File: config.mk
export PLATFORM = sky130hd
export DESIGN_NAME = cdc_hs_sender
export DESIGN_NICKNAME = d
export VERILOG_FILES = /design/src/rtl/cdc_pkg.sv /design/src/rtl/cdc_sync_bit.sv /design/src/rtl/cdc_hs_sender.sv
export SDC_FILE = /design/constraint.sdc
export NUM_CORES = 1
export LEC_CHECK = 0
export BUFFER_PORTS_ARGS = -buffer_cell sky130_fd_sc_hd__buf_2
export CORE_AREA = 4 4 41 43
export DETAILED_ROUTE_END_ITERATION = 8
export DIE_AREA = 0 0 45 47
export PLACE_DENSITY = 0.68
export SLEW_MARGIN = 20
export SYNTH_ARGS = -nofsm -noshare
export SYNTH_HDL_FRONTEND = slang
export SYNTH_SLANG_ARGS = --single-unit
File: constraint.sdc
create_clock -name clk_i -period 1.61 [get_ports clk_i]
set_input_delay 0.2415 -clock clk_i [delete_from_list [all_inputs] [get_ports clk_i]]
set_output_delay 0.2415 -clock clk_i [all_outputs]
set_load 0.01 [all_outputs]
File: src/rtl/cdc_pkg.sv
`default_nettype none
// ============================================================================
// Module      : cdc_pkg
// Description : Shared definitions for the req/ack clock-domain-crossing
//               handshake: sender FSM state encoding and the legal range of
//               the acknowledge synchronizer depth.
// Revision    : 1.0 - initial release
// ============================================================================
package cdc_pkg;

    // Sender FSM state encoding
    localparam logic [1:0] c_ST_IDLE   = 2'd0;
    localparam logic [1:0] c_ST_REQ_HI = 2'd1;
    localparam logic [1:0] c_ST_ACK_LO = 2'd2;

    // Legal synchronizer depth range
    localparam int c_SYNC_STAGE_MIN = 2;
    localparam int c_SYNC_STAGE_MAX = 8;

    // Forces a requested synchronizer depth into the legal range so an
    // out-of-range parameter still builds a working chain.
    function automatic int clamp_sync_stages(input int n);
        if (n < c_SYNC_STAGE_MIN) begin
            return c_SYNC_STAGE_MIN;
        end
        if (n > c_SYNC_STAGE_MAX) begin
            return c_SYNC_STAGE_MAX;
        end
        return n;
    endfunction

endpackage
`default_nettype wire

File: src/rtl/cdc_sync_bit.sv
`default_nettype none
// ============================================================================
// Module      : cdc_sync_bit
// Description : Single-bit multi-flop synchronizer. Brings an asynchronous
//               level into the clk domain through SYNC_STAGE_NUM flops.
// Ports       : clk  - destination clock
//               rst  - synchronous active-high reset, clears the chain to 0
//               i_d  - asynchronous input level
//               o_q  - synchronized level (last flop of the chain)
// Revision    : 1.0 - initial release
// ============================================================================
module cdc_sync_bit #(
    parameter int SYNC_STAGE_NUM = 2
) (
    input  logic clk,
    input  logic rst,
    input  logic i_d,
    output logic o_q
);

    logic [SYNC_STAGE_NUM-1:0] r_chain;

    always_ff @(posedge clk) begin
        if (rst) begin
            r_chain <= '0;
        end else begin
            r_chain <= {r_chain[SYNC_STAGE_NUM-2:0], i_d};
        end
    end

    assign o_q = r_chain[SYNC_STAGE_NUM-1];

endmodule
`default_nettype wire

File: src/rtl/cdc_hs_sender.sv
`default_nettype none
// ============================================================================
// Module      : cdc_hs_sender
// Description : Source-domain end of a 4-phase req/ack CDC handshake. Accepts
//               one word on a valid/ready interface, holds it on cdc_data_o,
//               raises cdc_req_o and walks the 4-phase cycle using a
//               synchronized copy of cdc_ack_i.
// Ports       : clk_i, rst_i          - clock, synchronous active-high reset
//               src_valid_i/src_data_i/src_ready_o - source word interface
//               cdc_req_o, cdc_data_o - registered request and held word
//               cdc_ack_i             - asynchronous acknowledge
//               done_o                - one-cycle pulse per completed transfer
//               busy_o                - high whenever not IDLE
//               timeout_o             - one-cycle timeout pulse (option only)
// Options     : CDC_HS_TIMEOUT_EN - adds a per-wait-state timeout counter
//               and the timeout_o port.
// Revision    : 1.0 - initial release
// ============================================================================
module cdc_hs_sender
    import cdc_pkg::*;
#(
    parameter int DLY            = 0,
    parameter int DATA_WIDTH     = 8,
    parameter int SYNC_STAGE_NUM = 2,
    parameter int TIMEOUT_CYCLES = 1024
) (
    input  logic                  clk_i,
    input  logic                  rst_i,
    input  logic                  src_valid_i,
    input  logic [DATA_WIDTH-1:0] src_data_i,
    output logic                  src_ready_o,
    output logic                  cdc_req_o,
    output logic [DATA_WIDTH-1:0] cdc_data_o,
    input  logic                  cdc_ack_i,
    output logic                  done_o,
`ifdef CDC_HS_TIMEOUT_EN
    output logic                  busy_o,
    output logic                  timeout_o
`else
    output logic                  busy_o
`endif
);

    localparam int c_SYNC_STAGES = clamp_sync_stages(SYNC_STAGE_NUM);

    // DLY is a simulation-only clock-to-q figure and has no synthesizable
    // counterpart; TIMEOUT_CYCLES only matters with the timeout option. Both
    // are referenced here so every build elaborates them; the block is empty.
    if (DLY < 0 || TIMEOUT_CYCLES < 1) begin : g_param_check
    end

    logic [1:0]            r_state;
    logic [1:0]            w_state_nxt;
    logic                  r_req;
    logic                  w_req_nxt;
    logic [DATA_WIDTH-1:0] r_data;
    logic [DATA_WIDTH-1:0] w_data_nxt;
    logic                  r_done;
    logic                  w_done_nxt;
    logic                  w_ack_s;

    // Raw cdc_ack_i goes nowhere except into this chain.
    cdc_sync_bit #(
        .SYNC_STAGE_NUM (c_SYNC_STAGES)
    ) u_ack_sync (
        .clk (clk_i),
        .rst (rst_i),
        .i_d (cdc_ack_i),
        .o_q (w_ack_s)
    );

`ifdef CDC_HS_TIMEOUT_EN
    localparam int              c_TO_W    = $clog2(TIMEOUT_CYCLES + 1);
    localparam logic [c_TO_W-1:0] c_TO_LAST = c_TO_W'(TIMEOUT_CYCLES - 1);

    logic [c_TO_W-1:0] r_to_cnt;
    logic              r_timeout;
    logic              w_timeout_nxt;
    logic              r_abort;
    logic              w_abort_nxt;
    logic              w_to_hit;

    // Counter reads TIMEOUT_CYCLES-1 on the last cycle of the window, so the
    // registered timeout lands TIMEOUT_CYCLES edges after entering the state.
    assign w_to_hit = (r_to_cnt == c_TO_LAST);
`endif

    always_comb begin
        w_state_nxt = r_state;
        w_req_nxt   = r_req;
        w_data_nxt  = r_data;
        w_done_nxt  = 1'b0;
`ifdef CDC_HS_TIMEOUT_EN
        w_timeout_nxt = 1'b0;
        w_abort_nxt   = r_abort;
`endif
        case (r_state)
            c_ST_IDLE: begin
                if (src_valid_i && src_ready_o) begin
                    w_data_nxt  = src_data_i;
                    w_req_nxt   = 1'b1;
                    w_state_nxt = c_ST_REQ_HI;
                end
            end
            c_ST_REQ_HI: begin
                if (w_ack_s) begin
                    w_req_nxt   = 1'b0;
                    w_state_nxt = c_ST_ACK_LO;
                end
`ifdef CDC_HS_TIMEOUT_EN
                else if (w_to_hit) begin
                    w_req_nxt     = 1'b0;
                    w_timeout_nxt = 1'b1;
                    w_abort_nxt   = 1'b1;
                    w_state_nxt   = c_ST_ACK_LO;
                end
`endif
            end
            c_ST_ACK_LO: begin
`ifdef CDC_HS_TIMEOUT_EN
                // An abandoned request gives the destination the full window
                // to finish any late ack cycle, and never reports done.
                if (!w_ack_s && !r_abort) begin
                    w_done_nxt  = 1'b1;
                    w_state_nxt = c_ST_IDLE;
                end else if (w_to_hit) begin
                    w_timeout_nxt = 1'b1;
                    w_abort_nxt   = 1'b0;
                    w_state_nxt   = c_ST_IDLE;
                end
`else
                if (!w_ack_s) begin
                    w_done_nxt  = 1'b1;
                    w_state_nxt = c_ST_IDLE;
                end
`endif
            end
            default: begin
                w_req_nxt   = 1'b0;
                w_state_nxt = c_ST_IDLE;
            end
        endcase
    end

    always_ff @(posedge clk_i) begin
        if (rst_i) begin
            r_state <= c_ST_IDLE;
            r_req   <= 1'b0;
            r_data  <= '0;
            r_done  <= 1'b0;
        end else begin
            r_state <= w_state_nxt;
            r_req   <= w_req_nxt;
            r_data  <= w_data_nxt;
            r_done  <= w_done_nxt;
        end
    end

`ifdef CDC_HS_TIMEOUT_EN
    always_ff @(posedge clk_i) begin
        if (rst_i) begin
            r_to_cnt  <= '0;
            r_timeout <= 1'b0;
            r_abort   <= 1'b0;
        end else begin
            r_timeout <= w_timeout_nxt;
            r_abort   <= w_abort_nxt;
            if ((w_state_nxt != r_state) || (r_state == c_ST_IDLE)) begin
                r_to_cnt <= '0;
            end else begin
                r_to_cnt <= r_to_cnt + 1'b1;
            end
        end
    end

    assign timeout_o = r_timeout;
`endif

    assign src_ready_o = (r_state == c_ST_IDLE);
    assign busy_o      = (r_state != c_ST_IDLE);
    assign cdc_req_o   = r_req;
    assign cdc_data_o  = r_data;
    assign done_o      = r_done;

endmodule
`default_nettype wire

==> Word level (Yosys, flattened, before mapping) <==
Index checks and enable logic that the tools add are counted.
{ "op_classes": {"bitwise_logic": 1, "n_eq_ne": 5, "muxes": 8, "n_reduce_logical": 7} }
{ "op_table": {"columns": ["operator", "count"], "rows": [
  ["2-to-1 mux 2 bit", 3],
  ["one-hot mux 2 bit (3 select lines)", 1],
  ["AND reduction 3 bit", 2],
  ["inequality test 2 x 1 -> 1 bit (second input constant)", 2],
  ["2-to-1 mux 1 bit", 3],
  ["one-hot mux 1 bit (3 select lines)", 1],
  ["== test 2 x 1 -> 1 bit (second input constant)", 1],
  ["== test 2 bit (second input constant)", 1],
  ["zero test 2 bit", 1],
  ["inequality test 2 bit (second input constant)", 1],
  ["AND reduction 2 bit", 1],
  ["nonzero test 2 bit", 1],
  ["OR reduction 2 bit", 1],
  ["logical AND 1 bit", 1],
  ["NOT 1 bit", 1]
]} }
{ "totals": {"wordCells": 26, "ff_bits": 14, "out_inout_bits": 12} }

==> Longest topological paths before layout <==
Gate-level depths: netlist of the first run.
{ "logic_depth": {"ltp_word": 4, "depth_mapped": 5} }

==> By module <==
From an unflattened synthesis of the first run, not the netlist that was laid out.
{ "hier_totals": {"hier_cells": 55, "area_unflattened_um2": 588.1} }
{ "by_module_without_submodules": {"columns": ["mod", "seq_area_each_um2", "area_per_inst_um2", "n_inst", "cells_per_inst"], "rows": [
  ["cdc_hs_sender", 240.2, 535.5, 1, 51],
  ["cdc_sync_bit", 40.0, 52.6, 1, 4]
]} }

==> Worst setup path before layout of the first run <==
No wires, ideal clock.
{ "synth_timing": {"kind": "flip-flop to flip-flop", "start": "register r_state[0]", "end": "register r_data[0] (netlist: cdc_data_o[0])", "arrival_ns": 1.023, "stages_incl_launch_ff": 6, "path_buffers": 2, "slack_ns": 0.455, "period_less_slack_ns": 1.155, "path_cell_list": "dfxtp_1 -> buf_6 -> or3b_1 -> buf_6 -> nand2_1 -> a21oi_1"} }
{ "synth_between": {"elab_chain_len": 3} }
{ "synth_lines": {"columns": ["item", "line", "text"], "rows": [
  ["from (decl)", "cdc_hs_sender.sv:52", "logic [1:0] r_state;"],
  ["from (signal assigned)", "cdc_hs_sender.sv:147", "r_state <= c_ST_IDLE;"],
  ["from (signal assigned)", "cdc_hs_sender.sv:152", "r_state <= w_state_nxt;"],
  ["zero test 2 bit (*)", "cdc_hs_sender.sv:97, cdc_hs_sender.sv:179", null],
  ["logical AND 1 bit", "cdc_hs_sender.sv:99", "if (src_valid_i && src_ready_o) begin"],
  ["AND reduction 2 bit (no source line) (*)", null, null],
  ["to (signal assigned)", "cdc_hs_sender.sv:154", "r_data <= w_data_nxt;"],
  ["to (decl)", "cdc_hs_sender.sv:56", "logic [DATA_WIDTH-1:0] r_data;"]
]} }
Every way passes the cells marked *; elsewhere a longest branch is shown, timed or not.
A chain may end at the register's enable or synchronous reset.

==> Worst setup path in the final report of the first run <==
{ "layout_timing": {"start": "register r_state[0]", "end": "output port src_ready_o"} }
{ "layout_between": {"elab_chain_len": 1} }
{ "layout_lines": {"columns": ["item", "line", "text"], "rows": [
  ["zero test 2 bit", "cdc_hs_sender.sv:179", "assign src_ready_o = (r_state == c_ST_IDLE);"],
  ["to (decl)", "cdc_hs_sender.sv:31", "output logic src_ready_o,"]
]} }
Every way passes these cells.

==> results of run 1 <==
[cells by family after synthesis]
kind of cell	Yosys count
and+or+nand+nor	26
buffers and inverters	6
xor gates and xnor gates	1
AOI/OAI and AO/OA	10
muxes	1
DFF	14
[cell type report]
type / count / share of cell area [%]
multi-input cells: 38 / 29.8
clock buffers: 4 / 5.51
well taps: 15 / 2.85
repair buffers: 23 / 17.5
inverters: 3 / 1.71
flip-flops and latches: 14 / 42.6
[synthesized netlist by cell type]
cell type	n
a21oi_1	9
nor2_1	1
or2_2	1
nand3_1	1
nor2b_1	2
buf_6	2
nor3b_2	1
mux2i_1	1
nor3_1	2
nor4_1	1
inv_1	3
or3b_1	1
clkbuf_1	1
dfxtp_1	14
nand2_1	16
xnor2_1	1
o31ai_1	1
[where the power goes]
group          switching [mW]  total (mW)  internal, mW
logic                  0.0468      0.0889        0.0421
registers              0.0128       0.379         0.366
clock network           0.111       0.248         0.137
[how the worst min path moves through the flow]
stage / start / to / slack [ps] / cells after the start
3_5_place_dp: u_ack_sync.r_chain[0] / u_ack_sync.r_chain[1] / 430 / 1
4_1_cts: cdc_ack_i / u_ack_sync.r_chain[0] / 170 / 2
6_report: cdc_ack_i / u_ack_sync.r_chain[0] / 180 / 2
2_1_floorplan: rst_i / u_ack_sync.r_chain[0] / 310 / 1
5_1_grt: src_data_i[7] / cdc_data_o[7] / 190 / 3
3_3_place_gp: u_ack_sync.r_chain[0] / u_ack_sync.r_chain[1] / 420 / 1
[metrics by stage]
stage | std cells | cell area, um^2 | setup WS [ps] | hold slack [ps] | total power, mW
2_1_floorplan | 58 | 514 | 455 | 313 | 0.445
3_3_place_gp | 93 | 622 | 431 | 416 | 0.477
3_5_place_dp | 93 | 622 | 407 | 426 | 0.478
4_1_cts | 97 | 658 | 201 | 174 | 0.723
5_1_grt | 97 | 658 | 137 | 187 | 0.752
6_report | 97 | 658 | 209 | 178 | 0.716
[routing by layer]
layer | track usage (%) | wire (um)
met5 | 0 | 0
met4 | 8.77 | 20
met3 | 2.68 | 82
met2 | 13.8 | 447
met1 | 12.8 | 418
[state kept, by name, summed over array words and instances (netlist names)]
signal	cells
u_ack_sync.r_chain	2
r_state	2
cdc_req_o	1
cdc_data_o	8
done_o	1
==> impl_metrics.py, run 1 <==
metrics = {
    "status": {
        "status": "finished clean",
    },
    "synth": {
        "synth_area_leaders": "dfxtp_1, nand2_1, a21oi_1",
        "syn-num-nets": 70,
        "post-synth-top-area-cell": "dfxtp_1",
        "yosys.area_share.simple_pct": 24.3,
        "yosys.area_share.xor_xnor_pct": 1.70,
        "synthDistinctLibCells": 17,
        "syn-cell-area_um2": 514,
        "synth_seq_cells": 14,
        "avgSynthCellArea_um2": 8.87,
        "yosysSeqAreaShare_pct": 54.5,
        "synth_mux_area_share_pct": 1.95,
        "synth_cells": 58,
        "synth_top_family_by_area": "simple AND/OR/NAND/NOR gates",
        "synthAdderAreaFrac_pct": 0,
        "synth_top_area_share_pct": 54.5,
        "synth_warnings": 0,
        "synth_compound_area_share_pct": 10.2,
    },
    "critical_path": {
        "cp-end-kind": "output port",
        "regToRegSetupSlack_ps": 390,
        "arrival_ps": 1160,
        "critPathMaxFanout": 7,
        "crit_type": "reg2out",
        "rr_worst_depth": 3,
        "setup.worst_path.start": "r_state[0]",
        "cp.required_ps": 1370,
        "crit_buf_inv": 2,
        "endpoint": "src_ready_o",
        "cpPeakStageDelay_ps": 390,
        "crit_path_start_kind": "register",
        "crit_family": "flip-flops",
        "r2r-start": "r_state[0]",
        "cp_slowest_cell": "dfxtp_1",
        "path_cells": "or2_2 > inv_1 > buf_2",
        "reg2reg_to": "cdc_data_o[1]",
        "path_depth": 3,
    },
    "floorplan": {
        "die_h_um": 47,
        "core.rowCount": 13,
        "die_area_mm2": 0.00212,
        "die_w_um": 45,
        "start_util_pct": 39.5,
        "io_pins": 24,
        "coreArea_mm2": 0.00130,
    },
    "routing": {
        "dr_total_vias": 436,
        "wl_per_cell_um": 9.98,
        "vias_per_cell": 4.49,
        "ant_nets": 0,
        "dr.pass1.iters": 2,
        "wirelength_um": 968,
        "post-route-drc-count": 0,
        "drt_iter0_drc": 3,
    },
    "cts": {
        "clock_sinks": 14,
        "clkTransAtPathRegs_ps": 90,
        "clock_latency_ps": 280,
        "ctsResizeCount": 0,
        "clockBufferDepth": 2,
        "cts_tree": "yes",
        "numCtsBuffers": 3,
        "htreeDepth": 1,
        "ctsHoldBuffers": 0,
        "postCtsSetupBuffers": 0,
        "root_buffer": "clkbuf_4",
    },
    "sta": {
        "rsz0062_at_grt": "false",
        "slew_violations": 0,
        "tightest_slew_ps": 488,
        "finalSetupViolCount": 0,
        "min_period_over_period_pct": 87.0,
        "clock_skew_ps": 6.64,
        "period_minus_slack_ps": 1400,
        "relSlewSlack_pct": 67.3,
        "fmax_mhz": 714,
        "setup_tns_ps": 0,
        "hold_violations": 0,
    },
    "final_layout": {
        "seqCellArea_um2": 280,
        "area_growth_pct": 28.0,
        "diodes": 0,
        "multi_input_comb_area_um2": 196,
        "mostFrequentLayoutCells": "buf_2, nand2_1, dfxtp_1",
        "fin_nets": 95,
        "finish.utilization_pct": 50.6,
        "layout_commonest_cell": "buf_2",
        "fill_cells": 141,
        "drive_gt1_share_pct": 35.4,
    },
    "placed_design": {
        "numPortBuffers": 23,
        "gp_congestion": 0.681,
        "dp_hpwl_um": 708,
    },
    "global_route": {
        "antenna_found_initial": 0,
        "grtUsageTotal_pct": 10.0,
        "grt_pass1_vias": 370,
        "grt-ovfl-total": 0,
        "grt_max_degree": 16,
        "grt_first_pass_wirelength_um": 1520,
    },
    "pwr": {
        "p_leak_nw": 0.308,
        "pwr_density_cell_mw_per_mm2": 1090,
        "ir_worst_vdd_v": 0.000642,
    },
    "min_path": {
        "hold_class": "in2reg",
    },
    "job": {
        "drv_cap": 0,
    },
}
(Power assumes the default switching activity.)
==> inputs of run 2 (changes only) <==
CORE_AREA = 5 5 42 44   (was 4 4 41 43)
DIE_AREA = 0 0 47 49   (was 0 0 45 47)
==> run 2 against run 1 <==
  * Sequential share of layout area shrank 0.081 points
  * Routed wire length grew 4.2%
  * Setup slack lost 11 ps
  * Sequential power is essentially flat
  * Cell count grew 1.0%
  * Combinational power grew 0.7%
  * Highest routed layer unchanged
==> impl_metrics.py, run 2 (same netlist as run 1, synthesis figures left out) <==
metrics = {
    "final_layout": {
        "area_growth_pct": 28.2,
        "fin_cells": 98,
        "drive_gt1_share_pct": 35.4,
        "largest_reg_flops": 8,
        "fin_nets": 95,
        "finish.utilization_pct": 47.1,
        "diodes": 0,
        "layout_commonest_cell": "buf_2",
        "mostFrequentLayoutCells": "buf_2, nand2_1, dfxtp_1",
    },
    "critical_path": {
        "reg2reg_to": "cdc_data_o[4]",
        "crit_buf_inv": 2,
        "cp_slowest_cell": "dfxtp_1",
        "cp.required_ps": 1370,
        "r2r-start": "r_state[0]",
        "critPathMaxFanout": 7,
        "arrival_ps": 1170,
        "path_depth": 3,
        "crit_type": "reg2out",
        "regToRegSetupSlack_ps": 390,
        "cpPeakStageDelay_ps": 390,
        "crit_path_start_kind": "register",
        "path_cells": "or2_2 > inv_1 > buf_2",
        "cp-end-kind": "output port",
        "rr_worst_depth": 3,
        "crit_family": "flip-flops",
    },
    "placed_design": {
        "gp_congestion": 0.691,
        "dp_hpwl_um": 782,
        "dp.cells": 94,
        "numPortBuffers": 23,
        "pre_cts_slack_ps": 412,
    },
    "floorplan": {
        "io_pins": 24,
        "start_util_pct": 36.7,
        "die_h_um": 49,
        "core.rowCount": 14,
        "die_w_um": 47,
        "die_area_mm2": 0.00230,
        "coreArea_mm2": 0.00140,
    },
    "global_route": {
        "grtUsageTotal_pct": 9.49,
        "grt_max_degree": 16,
        "grt_first_pass_wirelength_um": 1640,
        "grt_pass1_vias": 410,
        "antenna_found_initial": 0,
        "grt-ovfl-total": 0,
    },
    "cts": {
        "ctsHoldBuffers": 0,
        "ctsResizeCount": 0,
        "numCtsBuffers": 3,
        "cts_tree": "yes",
        "postCtsSetupBuffers": 0,
        "clock_latency_ps": 280,
        "clkTransAtPathRegs_ps": 90,
        "clockBufferDepth": 2,
        "clock_sinks": 14,
        "htreeDepth": 1,
        "root_buffer": "clkbuf_4",
    },
    "routing": {
        "wl_per_cell_um": 10.3,
        "post-route-drc-count": 0,
        "dr_total_vias": 438,
        "dr.pass1.iters": 2,
        "ant_nets": 0,
        "vias_per_cell": 4.47,
        "wirelength_um": 1010,
        "drt_iter0_drc": 2,
    },
    "min_path": {
        "min-delay-start": "cdc_ack_i",
        "whs_path_depth": 2,
        "hold_class": "in2reg",
        "min_to": "u_ack_sync.r_chain[0]",
    },
    "job": {
        "drv_cap": 0,
    },
    "pwr": {
        "p_leak_nw": 0.308,
        "p_seq_share_pct": 52.9,
        "swShare_pct": 24.1,
        "ir_worst_vdd_v": 0.000513,
        "pwr_density_cell_mw_per_mm2": 1090,
        "pwr-share-comb_pct": 12.4,
        "internal-power_mw": 0.546,
        "clkPwrFrac_pct": 34.7,
        "p_switching_mw": 0.173,
    },
    "sta": {
        "setup_tns_ps": 0,
        "tightest_slew_ps": 472,
        "slew_violations": 0,
        "relSlewSlack_pct": 68.4,
        "clock_skew_ps": 7.75,
        "finalSetupViolCount": 0,
        "rsz0062_at_grt": "false",
        "hold_violations": 0,
        "whs_ps": 177,
        "period_minus_slack_ps": 1410,
        "min_period_over_period_pct": 87.7,
        "fin_ws_ps": 198,
        "fmax_mhz": 708,
    },
    "status": {
        "status": "finished clean",
    },
}
==> run 2: final cells by class <==
cell class	instances	area, um^2
clock buffers	4	36.3
well taps	16	20.0
flip-flops and latches	14	280
repair buffers	23	115
inverters	3	11.3
multi-input cells	38	196
fillers	153	742
==> run 2: how the worst max path moves through the flow <==
stage / start / endpoint / slack [ps]
floorplan: r_state[0] / cdc_data_o[0] / 450
global placement: r_state[0] / cdc_data_o[5] / 430
detailed placement: r_state[0] / cdc_data_o[2] / 410
CTS: r_state[0] / src_ready_o / 200
global route: r_state[0] / src_ready_o / 150
finish: r_state[0] / src_ready_o / 200
==> run 2: layer usage <==
layer | wire length, um | vias to the layer above | track usage [%]
met5 | 0 | - | 0
met4 | 6 | 0 | 5.53
met3 | 64 | 2 | 2.58
met2 | 488 | 11 | 14.3
met1 | 450 | 188 | 11.6
li1 | - | 237 | -
==> run 2: power by group through the flow <==
| stage | clock network [mW] | registers [mW] | logic (mW) |
|---|---|---|---|
| floorplan | 0 | 0.392 | 0.0533 |
| global placement | 0 | 0.388 | 0.0896 |
| detailed placement | 0 | 0.388 | 0.0914 |
| CTS | 0.256 | 0.380 | 0.0915 |
| global route | 0.277 | 0.383 | 0.101 |
| finish | 0.249 | 0.380 | 0.0895 |
==> run 2: per-stage QoR <==
| stage | power (mW) | instance area [um^2] |
|---|---|---|
| floorplan | 0.445 | 514 |
| global placement | 0.477 | 623 |
| detailed placement | 0.480 | 623 |
| CTS | 0.728 | 659 |
| global route | 0.761 | 659 |
| finish | 0.719 | 659 |
